<file path="src/rtl/rename_pkg.sv">
// Shared types for the rename-stage allocation controller: dispatch width,
// slot-count type and the allocation FSM states.
package rename_pkg;

  localparam int WAYS      = 4;
  localparam int PRF_IDX_W = 7;
  localparam int CNT_BITS  = $clog2(WAYS + 1);

  typedef logic [CNT_BITS-1:0] cnt_t;

  typedef enum logic {
    RUN     = 1'b0,
    RECOVER = 1'b1
  } alloc_state_e;

  // Upstream counts may exceed WAYS; anything larger is no more useful than WAYS.
  function automatic cnt_t clamp_cnt(input cnt_t v);
    return (v > cnt_t'(WAYS)) ? cnt_t'(WAYS) : v;
  endfunction

endpackage

</file>
<file path="src/rtl/rename_alloc_ctrl_prefix_grant.sv">
// Combinational in-order grant: the longest prefix of valid slots that fits
// within ROB space, RS space and free-list PRF availability.
module prefix_grant
  import rename_pkg::*;
(
  input  logic [WAYS-1:0] valid,
  input  logic [WAYS-1:0] dest,
  input  cnt_t            fl_lim,
  input  cnt_t            rob_lim,
  input  cnt_t            rs_lim,
  output logic [WAYS-1:0] grant
);

  cnt_t need;
  logic run;

  // run drops at the first failing slot and stays low, so grant is always a prefix.
  always_comb begin
    grant = '0;
    need  = '0;
    run   = 1'b1;
    for (int i = 0; i < WAYS; i++) begin
      need     = need + cnt_t'(dest[i] & valid[i]);
      run      = run & valid[i] & (cnt_t'(i + 1) <= rob_lim) &
                 (cnt_t'(i + 1) <= rs_lim) & (need <= fl_lim);
      grant[i] = run;
    end
  end

endmodule

</file>
<file path="src/rtl/rename_alloc_ctrl.sv">
// Rename dispatch allocation controller: per-cycle grant, post-exception recovery
// window and starvation flag. Define RENAME_STALL_STATS_EN to add stall counters.
module rename_alloc_ctrl
  import rename_pkg::*;
#(
  parameter int RECOVER_CYCLES = 2,
  parameter int STARVE_LIMIT   = 64,
  parameter int CNT_W          = 32
) (
  input  logic             clock,
  input  logic             reset,
  input  logic             except,
  input  logic [WAYS-1:0]  disp_valid,
  input  logic [WAYS-1:0]  disp_dest,
  input  cnt_t             fl_avail,
  input  cnt_t             rob_free,
  input  cnt_t             rs_free,
  output logic [WAYS-1:0]  fl_needed,
  output logic [WAYS-1:0]  disp_grant,
  output logic             stall,
  output logic             recovering,
  output logic             starve
`ifdef RENAME_STALL_STATS_EN
  ,
  output logic [CNT_W-1:0] stat_fl_stall,
  output logic [CNT_W-1:0] stat_rob_stall,
  output logic [CNT_W-1:0] stat_rs_stall,
  output logic [CNT_W-1:0] stat_recover
`endif
);

  localparam int RC_W = (RECOVER_CYCLES > 1) ? $clog2(RECOVER_CYCLES) : 1;
  localparam int SC_W = $clog2(STARVE_LIMIT + 1);
  localparam logic [RC_W-1:0] RC_INIT = RC_W'(RECOVER_CYCLES - 1);
  localparam logic [SC_W-1:0] SC_MAX  = SC_W'(STARVE_LIMIT);

  alloc_state_e    state, state_nxt;
  logic [RC_W-1:0] recover_cnt, recover_cnt_nxt;
  logic [SC_W-1:0] starve_cnt, starve_cnt_nxt;
  cnt_t            fl_c, rob_c, rs_c;
  logic [WAYS-1:0] grant_raw;

  assign fl_c  = clamp_cnt(fl_avail);
  assign rob_c = clamp_cnt(rob_free);
  assign rs_c  = clamp_cnt(rs_free);

  prefix_grant u_prefix_grant (
    .valid   (disp_valid),
    .dest    (disp_dest),
    .fl_lim  (fl_c),
    .rob_lim (rob_c),
    .rs_lim  (rs_c),
    .grant   (grant_raw)
  );

  always_ff @(posedge clock or negedge reset) begin
    if (!reset) begin
      state       <= RUN;
      recover_cnt <= '0;
      starve_cnt  <= '0;
    end else begin
      state       <= state_nxt;
      recover_cnt <= recover_cnt_nxt;
      starve_cnt  <= starve_cnt_nxt;
    end
  end

  always_comb begin
    state_nxt       = state;
    recover_cnt_nxt = recover_cnt;
    starve_cnt_nxt  = starve_cnt;
    disp_grant      = '0;
    recovering      = 1'b0;

    case (state)
      RUN:     if (!except) disp_grant = grant_raw;
      RECOVER: recovering = 1'b1;
      default: disp_grant = '0;
    endcase

    // except wins over everything, including re-arming an active window.
    if (except) begin
      state_nxt       = RECOVER;
      recover_cnt_nxt = RC_INIT;
    end else if (state == RECOVER) begin
      if (recover_cnt == '0) state_nxt = RUN;
      else                   recover_cnt_nxt = recover_cnt - 1'b1;
    end

    if (except || (disp_valid == '0) || (disp_grant != '0))
      starve_cnt_nxt = '0;
    else if ((state == RUN) && (starve_cnt != SC_MAX))
      starve_cnt_nxt = starve_cnt + 1'b1;

    fl_needed = disp_grant & disp_dest;
    stall     = |(disp_valid & ~disp_grant);
    starve    = (starve_cnt == SC_MAX);

    // Outputs are held quiet while reset is asserted, including the combinational ones.
    if (!reset) begin
      disp_grant = '0;
      fl_needed  = '0;
      stall      = 1'b0;
      recovering = 1'b0;
      starve     = 1'b0;
    end
  end

`ifdef RENAME_STALL_STATS_EN
  logic slot0_blocked;

  assign slot0_blocked = (state == RUN) && !except && disp_valid[0] && !grant_raw[0];

  // Only the first failing cause is charged: free list, then ROB, then RS.
  always_ff @(posedge clock or negedge reset) begin
    if (!reset) begin
      stat_fl_stall  <= '0;
      stat_rob_stall <= '0;
      stat_rs_stall  <= '0;
      stat_recover   <= '0;
    end else begin
      if (slot0_blocked) begin
        if (disp_dest[0] && (fl_c == '0)) stat_fl_stall  <= stat_fl_stall + 1'b1;
        else if (rob_c == '0)             stat_rob_stall <= stat_rob_stall + 1'b1;
        else if (rs_c == '0)              stat_rs_stall  <= stat_rs_stall + 1'b1;
      end
      if (state == RECOVER) stat_recover <= stat_recover + 1'b1;
    end
  end
`endif

endmodule

</file>
<file path="config.mk">
export PLATFORM = sky130hd
export DESIGN_NAME = rename_alloc_ctrl
export DESIGN_NICKNAME = d
export VERILOG_FILES = /design/src/rtl/rename_pkg.sv /design/src/rtl/rename_alloc_ctrl_prefix_grant.sv /design/src/rtl/rename_alloc_ctrl.sv
export SDC_FILE = /design/constraint.sdc
export NUM_CORES = 1
export LEC_CHECK = 0
export ABC_CLOCK_PERIOD_IN_PS = 3500
export BUFFER_PORTS_ARGS = -buffer_cell sky130_fd_sc_hd__buf_4
export CORE_MARGIN = 2
export CORE_UTILIZATION = 40
export CTS_CLUSTER_SIZE = 24
export DETAILED_ROUTE_END_ITERATION = 10
export PLACE_DENSITY_LB_ADDON = 0.2
export SYNTH_ARGS = -nofsm -noshare
export SYNTH_HDL_FRONTEND = slang
export SYNTH_HIERARCHICAL = 1
export SYNTH_SLANG_ARGS = --single-unit
export TNS_END_PERCENT = 1
</file>
<file path="constraint.sdc">
create_clock -name clock -period 3.5 [get_ports clock]
set_input_delay 0.35 -clock clock [delete_from_list [all_inputs] [get_ports clock]]
set_output_delay 0.35 -clock clock [all_outputs]
set_load 0.1 [all_outputs]
</file>
==> reports/summary.txt <==
outcome - finished with violations
failing checks - setup timing
First-pass DRT Iterations - 4
Area growth syn-to-layout - 35.0%
top_reg_cell synth - dfrtp_1
Worst EP arrival - 3290 ps
Max-Cap Viols - 0
post-synthesis sequential area ratio - 0.205
PD cells - 217 mW/mm²
Largest stage delay, worst path - 560 ps
kind of critical path - in -> out
placer congestion estimate - 0.811
CP dominant cell by count - fa_1
layout cells sized above 1 - 0.352
crit path max fanout - 3
Ant. Diodes - 0
CP top delay family - adder cells
vias in the first global route - 1068
Hold Slack - 425 ps
critical path, cell by cell - buf_6 > and2_4 > fa_1 > ha_2 > fa_1 > ha_1 > nor2b_1 > o21ai_1 > a32oi_1 > nor4_2 > o22ai_1 > o31a_2 > buf_12
cts bufs inserted - 3
area share of the largest cell type after synthesis - 0.205
Mapped Area - 0.00110 mm²
final hold vios - 0
clock tree root buffer cell - clkbuf_4
FP Rows - 18
initial antenna violation count - 0
width of the die - 56.4 µm
count of different cell masters after synthesis - 39
Clock Latency Late Sink - 250 ps
first-pass GRT wire length - 4690 µm
leakage - 0.741 nW
minimum clock period - 3640 ps
RSZ-0062 raised after global routing - yes
Overflow after GRT - 0
mean routed wirelength per cell - 13.9 µm
Syn. warnings - 6
relative slew slack - 0.669
fraction of registers with async set/reset - 1.00
Avg Vias per Cell - 5.39
Worst Path Required - 3150 ps
# IOs - 31
Setup crit start - disp_dest[1]
critical path buffer and inverter count - 2
vias - 1052
dominant cell type by area after synthesis - dfrtp_1
RR Startpoint - state$_DFF_PN0_
Final WS setup - -141 ps
max-slew violation count - 0
routed wire length - 2710 µm
area of the core - 0.00254 mm²
syn nets - 165
CTS HTree Levels - 1
die area - 0.00318 mm²
DR DRC count - 0
Slew @ Worst Pin - 492 ps
syn_area_per_cell - 8.57 µm²
slowest CP cell - fa_1
I/O Buffers - 30
Peak supply drop - 148 µV
clock slew at reported path FFs - 60 ps
Initial Util - 0.431
largest cells by area after synthesis - dfrtp_1, ha_1, inv_1, and2_1, nor2b_1
HP Class - in -> reg
die height - 56.4 µm
Layout Nets - 203
max frequency - 275 MHz
Worst Skew - 2.94 ps
setup bufs post-CTS - 0
Post-Synthesis Cells - 128
pre-CTS WS - -393 ps
Final HPWL DP - 2270 µm
Clock Path Buffers - 2
CTS tree - done
post-route ant nets - 0
EDFF count, synth - 0
largest net degree at the start of global routing - 17
part of the cycle the worst path needs - 1.04
Worst Setup End Kind - output port
final setup vio count - 2
min-delay src - except
GRT Total Usage - 0.180
clock sink count - 9
CP Launch Type - primary input
flops & latches, synth - 9
1st-iter DRT viols - 17
-- power breakdown --
group	internal (mW)	switching, mW
logic	0.0597	0.0692
clock network	0.0438	0.0354
registers	0.107	0.00594
-- worst reg2reg max path: stages (launching register included) --
cell and delay [ps]:
dfrtp_1 520, nand4b_1 320, or3_1 390, a21oi_1 160
-- per-layer routing --
metal	up-vias	global-route usage	wire, µm
met4	0	0.0272	14
met3	2	0.0184	48
met2	11	0.334	1420
met5	-	0	0
li1	527	-	-
met1	512	0.228	1230
-- state kept, by name, indices dropped and copies added, names as in the netlist --
name,count
starve_cnt,7
recover_cnt,1
state,1
-- through the flow --
step / total power [mW] / cells / util / area (µm²) / setup TNS [ps]
finish: 0.322 / 195 / 0.582 / 1480 / -221
global route: 0.342 / 195 / 0.582 / 1480 / -473
CTS: 0.323 / 195 / 0.577 / 1470 / -298
detailed placement: 0.239 / 190 / 0.547 / 1390 / -1610
global placement: 0.233 / 190 / 0.547 / 1390 / -645
floorplan: 0.193 / 128 / - / 1110 / -325
-- repair_timing --
item / in CTS / in global routing
hold endpoints to repair: 9 / 0
hold buffers: 1 / 0
gates resized for setup: 12 / 4
setup endpoints to repair: 3 / 4
pin swaps: 6 / 2
-- cell usage in the layout (no fill, tap or decap), types with 2 or more instances in the layout --
cell type	n
nand2_1	5
dfrtp_1	9
o22ai_1	3
xor2_1	2
nand3_1	2
or3_1	2
buf_4	33
nand4b_1	2
inv_1	18
nor2b_1	8
clkbuf_4	3
fa_1	2
and2_1	4
nor2_1	4
o2111ai_1	4
o21ai_0	5
buf_12	3
and3_1	2
buf_6	2
o21ai_1	2
nor4_2	2
mux2i_1	2
nor4_1	2
a21oi_1	4
and2_4	3
ha_1	14
-- logic make-up after synthesis --
kind of cell	Yosys count	share of synthesized area
AND/OR/NAND/NOR	48	0.291
multiplexers	2	0.0182
AO/OA/AOI/OAI	26	0.163
XOR/XNOR	2	0.0160
buffers and inverters	24	0.0992
flip-flops	9	0.205
adder cells (fa/ha/maj)	17	0.208
-- final timing paths --
kind | end | slack, ps | cells past startpoint
min in group asynchronous | starve_cnt[4]$_DFFE_PN0P_ | 480 | 2
setup / recovery | stall | -140 | 13
setup reg to reg | starve_cnt[5]$_DFFE_PN0P_ | 2040 | 3
max in group asynchronous | state$_DFF_PN0_ | 2860 | 2
hold reg to reg | state$_DFF_PN0_ | 490 | 2
hold / removal | state$_DFF_PN0_ | 430 | 3
-- synth_stat cells (2+ instances only) --
cell       instances
nor2_1             4
a21oi_1            4
xor2_1             2
nand4b_1           2
inv_1             18
nor4_2             2
nor2b_1            8
nor4_1             2
o21ai_0            7
or3_1              2
nand3_1            2
buf_6              2
mux2i_1            2
and3_1             4
o2111ai_1          4
and2_1             8
nand2_1            6
dfrtp_1            9
ha_1              15
fa_1               2
clkbuf_1           3
o22ai_1            3
-- cell type report --
cell class	instances	area [µm²]
fillers	239	1060
inverters	18	67.6
flip-flops and latches	9	225
clock buffers	4	26.3
well taps	30	37.5
multi-input cells	95	785
repair buffers	39	340
Power figures use the tool's default switching activity.
